--- config.mk ---
export PLATFORM = sky130hd
export DESIGN_NAME = ts_phase_scheduler
export DESIGN_NICKNAME = d
export VERILOG_FILES = /design/src/rtl/ts_phase_scheduler.sv
export SDC_FILE = /design/constraint.sdc
export NUM_CORES = 1
export LEC_CHECK = 0
export ABC_AREA = 0
export CAP_MARGIN = 20
export CORE_ASPECT_RATIO = 0.9
export CORE_MARGIN = 5
export CORE_UTILIZATION = 57
export CTS_CLUSTER_DIAMETER = 60
export CTS_CLUSTER_SIZE = 25
export DETAILED_ROUTE_END_ITERATION = 10
export HOLD_SLACK_MARGIN = 0.05
export PLACE_DENSITY = 0.83
export SYNTH_ARGS = -nofsm -noshare
export SYNTH_HDL_FRONTEND = slang
export SYNTH_SLANG_ARGS = --single-unit
--- constraint.sdc ---
create_clock -name clk -period 5.5 [get_ports clk]
set_input_delay 1.375 -clock clk [delete_from_list [all_inputs] [get_ports clk]]
set_output_delay 1.375 -clock clk [all_outputs]
set_load 0.02 [all_outputs]
--- src/rtl/ts_phase_scheduler.sv ---
`default_nettype none
// ==========================================================================
// ts_phase_scheduler : four-approach round-robin traffic phase scheduler
// Revision 1.0 : initial release
// ==========================================================================
module ts_phase_scheduler #(
  parameter int CNT_W     = 8,
  parameter int MIN_GREEN = 10,
  parameter int MAX_GREEN = 40,
  parameter int YELLOW_T  = 4,
  parameter int ALLRED_T  = 2
) (
  input  logic       clk,
  input  logic       clear,
  input  logic [3:0] sensor,
  output logic [3:0] green,
  output logic [3:0] yellow,
  output logic [3:0] red,
  output logic [1:0] active_phase,
  output logic [3:0] req_pending
);

  typedef enum logic [1:0] {
    ST_ALLRED = 2'd0,
    ST_GREEN  = 2'd1,
    ST_YELLOW = 2'd2
  } state_t;

  localparam logic [CNT_W-1:0] MIN_LAST    = CNT_W'(MIN_GREEN - 1);
  localparam logic [CNT_W-1:0] MAX_LAST    = CNT_W'(MAX_GREEN - 1);
  localparam logic [CNT_W-1:0] YELLOW_LAST = CNT_W'(YELLOW_T - 1);
  localparam logic [CNT_W-1:0] ALLRED_LAST = CNT_W'(ALLRED_T - 1);

  generate
    if (MIN_GREEN < 1 || MAX_GREEN < MIN_GREEN || MAX_GREEN >= (1 << CNT_W) ||
        YELLOW_T < 1 || ALLRED_T < 1 || YELLOW_T > (1 << CNT_W) ||
        ALLRED_T > (1 << CNT_W)) begin : g_param_check
      $error("ts_phase_scheduler: illegal timing parameters");
    end
  endgenerate

  state_t           state_q, state_d;
  logic [CNT_W-1:0] timer_q, timer_d;
  logic [1:0]       cur_q, cur_d;
  logic [3:0]       pending_q, pending_d;
  logic [3:0]       green_q, green_d;
  logic [3:0]       yellow_q, yellow_d;
  logic [3:0]       red_q, red_d;

  logic [3:0] cur_onehot;
  logic [3:0] served_mask;
  logic [3:0] lamp_sel;
  logic       other_waiting;
  logic [1:0] next_sel;
  logic [1:0] cand;
  logic       next_found;

  assign cur_onehot    = 4'b0001 << cur_q;
  assign other_waiting = |(pending_q & ~cur_onehot);

  // Rotating priority: cur+1, cur+2, cur+3, then cur itself last.
  always_comb begin : p_select
    next_sel   = cur_q;
    next_found = 1'b0;
    cand       = cur_q;
    for (int k = 1; k <= 4; k++) begin
      cand = cur_q + 2'(k);
      if (!next_found && pending_q[cand]) begin
        next_sel   = cand;
        next_found = 1'b1;
      end
    end
  end

  always_comb begin : p_next
    state_d     = state_q;
    cur_d       = cur_q;
    timer_d     = timer_q;
    served_mask = (state_q == ST_GREEN) ? cur_onehot : 4'b0000;
    pending_d   = pending_q | (sensor & ~served_mask);

    case (state_q)
      ST_ALLRED: begin
        if (timer_q == ALLRED_LAST) begin
          state_d             = ST_GREEN;
          cur_d               = next_sel;
          pending_d[next_sel] = 1'b0;
        end
      end
      ST_GREEN: begin
        if (other_waiting &&
            ((timer_q >= MIN_LAST && !sensor[cur_q]) || timer_q == MAX_LAST)) begin
          state_d = ST_YELLOW;
        end
      end
      ST_YELLOW: begin
        if (timer_q == YELLOW_LAST) begin
          state_d = ST_ALLRED;
        end
      end
      default: begin
        state_d = ST_ALLRED;
      end
    endcase

    // Green timer saturates so a resting phase never wraps back below MIN_GREEN.
    if (state_d != state_q) begin
      timer_d = '0;
    end else if (state_q == ST_GREEN && timer_q == MAX_LAST) begin
      timer_d = timer_q;
    end else begin
      timer_d = timer_q + CNT_W'(1);
    end
  end

  always_comb begin : p_lamps
    lamp_sel = 4'b0001 << cur_d;
    green_d  = (state_d == ST_GREEN)  ? lamp_sel : 4'b0000;
    yellow_d = (state_d == ST_YELLOW) ? lamp_sel : 4'b0000;
    red_d    = ~(green_d | yellow_d);
  end

  always_ff @(posedge clk or posedge clear) begin : p_regs
    if (clear) begin
      state_q   <= ST_ALLRED;
      timer_q   <= '0;
      cur_q     <= 2'd0;
      pending_q <= 4'b0000;
      green_q   <= 4'b0000;
      yellow_q  <= 4'b0000;
      red_q     <= 4'b1111;
    end else begin
      state_q   <= state_d;
      timer_q   <= timer_d;
      cur_q     <= cur_d;
      pending_q <= pending_d;
      green_q   <= green_d;
      yellow_q  <= yellow_d;
      red_q     <= red_d;
    end
  end

  assign green        = green_q;
  assign yellow       = yellow_q;
  assign red          = red_q;
  assign active_phase = cur_q;
  assign req_pending  = pending_q;

endmodule
`default_nettype wire

# Word-level counts from Yosys, hierarchy flattened
# Index checks and enable logic that the tools add are counted.
[totals] register_bits=28 inputBits=6 output_inout_bits=18 wordCells=84
[classes] add_sub_neg=4 magnitude_cmp=7 eq_ne=9 n_shift=2 mux=32 n_bitwise=9 reduce_logical=14
[ops] cell="$mux W4" count=5
[ops] cell="$mux W2" count=9
[ops] cell="$mux W8" count=2
[ops] cell="$not A4 Y4" count=4
[ops] cell="$lt A2 B3 Y1 const B" count=5
[ops] cell="$and A4 B4 Y4" count=3
[ops] cell="$bmux W1 S2" count=5
[ops] cell="$mux W1" count=9
[ops] cell="$add A8 B1 Y8 const B" count=1
[ops] cell="$eq A8 B1 Y1 const B" count=1
[ops] cell="$eq A8 B2 Y1 const B" count=1
[ops] cell="$eq A8 B6 Y1 const B" count=1
[ops] cell="$ge A8 B4 Y1 const B" count=1
[ops] cell="$or A4 B4 Y4" count=2
[ops] cell="$shl A1 B2 Y4 const A" count=2
[ops] cell="$logic_and A1 B1 Y1" count=7
[ops] cell="$pmux W2 S3" count=1
[ops] cell="$add A2 B2 Y2 const B" count=2
[ops] cell="$eq A2 B1 Y1 const B" count=2
[ops] cell="$eq A2 B2 Y1 const B" count=2
[ops] cell="$logic_not A1 Y1" count=4
[ops] cell="$reduce_or A4 Y1" count=1
[ops] cell="$add A2 B1 Y2 const B" count=1
[ops] cell="$demux W1 S2" count=1
[ops] cell="5 further kinds" count=5

# Depth between registers and ports, before layout
[depth] ltp_word=21 depth_mapped=10 mapped_depth_nobuf=9

# Worst setup path after synthesis
# No wires, ideal clock.
[synth_path] kind="input port to flip-flop" startpoint="input sensor[1]" endpoint="register timer_q[0]" t_arrival_ps=2608 t_required_ps=5363 path_slack_ps=2755 path_stages=5 cell_sequence="mux4_1 o21bai_1 a31oi_1 o21ai_1 nor2_1"
[synth_via] elab_chain_len=10 elab_cells_between_ends=11 classes_between="2 x eq/ne; 5 x mux; 4 x reduce/logical"
[synth_rtl] item="from (decl)" line="15" source="input logic [3:0] sensor,"
[synth_rtl] item="$bmux W1 S2 (*)" line="92" source="((timer_q >= MIN_LAST && !sensor[cur_q]) || timer_q == MAX_LAST)) begin"
[synth_rtl] item="$mux W1 (implied by the code) (*)" line="92"
[synth_rtl] item="$logic_not A1 Y1 (*)" line="92"
[synth_rtl] item="$logic_and A1 B1 Y1 (*)" line="92"
[synth_rtl] item="$logic_or A1 B1 Y1 (*)" line="92"
[synth_rtl] item="$logic_and A1 B1 Y1 (*)" line="91" source="if (other_waiting &&"
[synth_rtl] item="$mux W2 (*)" line="91"
[synth_rtl] item="$pmux W2 S3 (*)" line="82" source="case (state_q)"
[synth_rtl] item="$ne A2 B2 Y1 (*)" line="107" source="if (state_d != state_q) begin"
[synth_rtl] item="$ne A2 B2 Y1 (no source line) / $mux W8 (equally long branches)"
[synth_rtl] item="to (signal assigned)" line="134" source="timer_q <= timer_d;"
[synth_rtl] item="to (decl)" line="43" source="logic [CNT_W-1:0] timer_q, timer_d;"
# Mark *: on every way between the ends. The rest lies on a longest branch, timed or not. The select of a mux whose other input is x is not followed.
# A chain may end at the register's enable or synchronous reset.

# Final worst setup path
# Ends and elaborated chain as after synthesis.

==> impl_metrics.sql <==
INSERT INTO impl_metrics (metric_group, metric, value, unit) VALUES
('status', 'run_status', 'finished, final reports clean', ''),
('synthesis', 'async_reset_ff_frac', '1.00', ''),
('route', 'wirelength', '3490', 'µm'),
('clocking', 'clock_path_buffers', '2', ''),
('global_routing', 'grt_pass1_wl', '5870', 'µm'),
('critical_path', 'critPathLaunchType', 'primary input', ''),
('global_routing', 'globalRouteTotalUtil', '0.195', ''),
('floorplan', 'coreArea', '2730', 'µm²'),
('power_and_ir_drop', 'power.switching_fraction', '0.456', ''),
('critical_path', 'worst_r2r_path_depth', '9', ''),
('route', 'via_count', '1289', ''),
('timing', 'fmaxAchievable', '315', 'MHz'),
('global_routing', 'via_count_of_the_first_global_routing_pass', '1270', ''),
('synthesis', 'post-synth-top-area-fraction', '0.376', ''),
('synthesis', 'synth-seq-area-share', '0.442', ''),
('cells_and_area', 'area_growth', '19.8', '%'),
('power_and_ir_drop', 'total_power', '0.00105', 'W'),
('power_and_ir_drop', 'comb_power_share', '0.557', ''),
('power_and_ir_drop', 'cellLeakagePower', '0.811', 'nW'),
('synthesis', 'ys.flop_type', 'dfrtp_1', ''),
('critical_path', 'critical_path_capture_point', 'timer_q[0]$_DFFE_PP0P_', ''),
('cells_and_area', 'antenna-diode-count', '0', ''),
('cells_and_area', 'design_area', '1910', 'µm²'),
('place', 'port_buffers', '23', ''),
('synthesis', 'synthesis.instances', '154', ''),
('floorplan', 'die_area', '3960', 'µm²'),
('min_path', 'holdCritPathClass', 'flop to flop', ''),
('clocking', 'cts_hold_buf', '0', ''),
('floorplan', 'initial_core_utilization', '0.586', ''),
('synthesis', 'yosys.area.top_type', 'dfrtp_1', ''),
('place', 'postPlaceCellArea', '1850', 'µm²'),
('synthesis', 'synthTopCellsByCount', '24 x dfrtp_1, 23 x nor2_1, 18 x nand2_1', ''),
('clocking', 'h-tree-depth', '1', ''),
('global_routing', 'grt_start_max_net_pins', '29', ''),
('critical_path', 'rrSetupSlack', '2520', 'ps'),
('timing', 'report.final.slew_viol_count', '0', ''),
('job', 'maxCapViolCount', '0', ''),
('synthesis', 'total_of_flip_flops_plus_latches_after_synthesis', '28', ''),
('critical_path', 'timing_worst_setup_path_type', 'primary input to flop', ''),
('timing', 'finalClockSkew', '12.1', 'ps'),
('synthesis', 'synth_edf_count', '0', ''),
('synthesis', 'yosysWarnings', '0', ''),
('floorplan', 'vertical_extent_of_the_die', '60.2', 'µm'),
('critical_path', 'r2r-start', 'active_phase[0]$_DFF_PP0_', ''),
('timing', 'grt_setup_unrepaired', 'false', ''),
('clocking', 'cts_inserted_buffers', '3', ''),
('timing', 'worst_hold_slack', '620', 'ps'),
('critical_path', 'timing.critical_path.to_type', 'flop', ''),
('timing', 'final-hold-violation-count', '0', ''),
('route', 'post_drt_via_cell_ratio', '5.91', ''),
('power_and_ir_drop', 'pwr-share-seq', '0.348', ''),
('clocking', 'root_buffer', 'clkbuf_4', ''),
('power_and_ir_drop', 'power_per_cell_area', '551', 'nW/µm²'),
('floorplan', 'chipWidth', '65.8', 'µm'),
('synthesis', 'nets_in_the_synthesized_netlist', '167', ''),
('clocking', 'clk-insertion-delay-late', '330', 'ps'),
('clocking', 'cts_setup_buffers', '0', ''),
('critical_path', 'worst_path_fanout_max', '8', ''),
('floorplan', 'placement_row_count', '18', ''),
('cells_and_area', 'design.final.nets', '192', ''),
('clocking', 'cts_resized', '0', ''),
('power_and_ir_drop', 'p_sw', '0.000481', 'W'),
('power_and_ir_drop', 'share_clk_of_total_power', '0.094', ''),
('cells_and_area', 'post_route_cells_drive_above_1_share', '0.112', ''),
('global_routing', 'antenna_found_initial', '0', ''),
('global_routing', 'grt-ovfl-total', '0', ''),
('route', 'first_iter_violations', '100', ''),
('synthesis', 'synthesis.area_per_instance', '10.4', 'µm²'),
('power_and_ir_drop', 'vdd_drop_max', '0.000309', 'V'),
('cells_and_area', 'fillers', '206', ''),
('route', 'wl_per_cell', '16.0', 'µm');
-- through the flow --
stage / setup WS, ps / utilization / cells
6_report: 2320 / 0.702 / 218
5_1_grt: 2220 / 0.702 / 218
4_1_cts: 2370 / 0.692 / 217
3_5_place_dp: 2010 / 0.679 / 213
3_3_place_gp: 2150 / 0.679 / 213
2_1_floorplan: 2750 / - / 154
-- critical path, stage by stage --
cell and delay (ps):
clkdlybuf4s50_1 410, mux4_1 560, a2bb2oi_1 290, a31oi_1 130, o21ai_1 490, nor2_1 120
-- layer usage --
layer | routed length [µm] | vias to the layer above | share of wire | GRT usage
li1 | - | 595 | - | -
met1 | 1390 | 626 | 0.40 | 0.255
met2 | 1740 | 62 | 0.50 | 0.317
met3 | 315 | 6 | 0.090 | 0.0564
met4 | 44 | 0 | 0.013 | 0.0533
met5 | 0 | - | 0 | 0
-- layout make-up --
cell class	count	area, µm²	share of cell area
clock buffers	4	36.3	0.0190
inverters	13	48.8	0.0255
multi-input cells	109	816	0.426
flip-flops and latches	28	706	0.369
well taps	40	50.0	0.0261
repair buffers	24	258	0.135
-- layout by cell type (no fill, tap or decap), types with 2 or more instances in the layout --
master,n
dfrtp_1,24
nor2_1,23
xor2_1,3
dfstp_2,4
inv_1,11
o22ai_1,2
inv_2,2
nand4_1,2
or3b_2,2
nand2_1,18
nand3_1,2
clkdlybuf4s50_1,23
mux2i_1,2
xnor2_1,5
mux4_1,4
ha_1,7
a2bb2oi_1,2
and4_1,2
a31oi_1,4
a21oi_1,6
clkbuf_4,3
nor3_1,6
o21ai_0,2
-- flip-flops by register name, indices dropped and copies added (netlist names) --
signal,count
state_q,2
req_pending,4
yellow,4
red,4
timer_q,8
green,4
active_phase,2
-- worst min-delay path by stage --
stage          cells past startpoint                    from  slack (ps)                      to
2_1_floorplan                      2  timer_q[1]$_DFFE_PP0P_         540  timer_q[1]$_DFFE_PP0P_
3_5_place_dp                       2  timer_q[7]$_DFFE_PP0P_         590  timer_q[7]$_DFFE_PP0P_
6_report                           2  timer_q[7]$_DFFE_PP0P_         620  timer_q[7]$_DFFE_PP0P_
3_3_place_gp                       2  timer_q[1]$_DFFE_PP0P_         570  timer_q[1]$_DFFE_PP0P_
5_1_grt                            2  timer_q[7]$_DFFE_PP0P_         640  timer_q[7]$_DFFE_PP0P_
4_1_cts                            2  timer_q[7]$_DFFE_PP0P_         630  timer_q[7]$_DFFE_PP0P_
-- power groups by stage --
stage	logic, W	clock network, W	registers (W)
5_1_grt	0.000641	0.000114	0.000379
3_3_place_gp	0.000560	0	0.000361
2_1_floorplan	0.000398	0	0.000383
6_report	0.000588	0.0000994	0.000367
4_1_cts	0.000585	0.000103	0.000365
3_5_place_dp	0.000583	0	0.000369
-- kinds of logic after synthesis --
logic type | count (synthesis) | synth area share
fa+ha+maj | 7 | 0.0548
mux | 8 | 0.106
flops | 28 | 0.442
simple gates | 62 | 0.191
xor+xnor | 8 | 0.0439
compound gates | 24 | 0.114
buf+inv | 17 | 0.0478
Note: power is estimated with default switching activity, not from simulation.
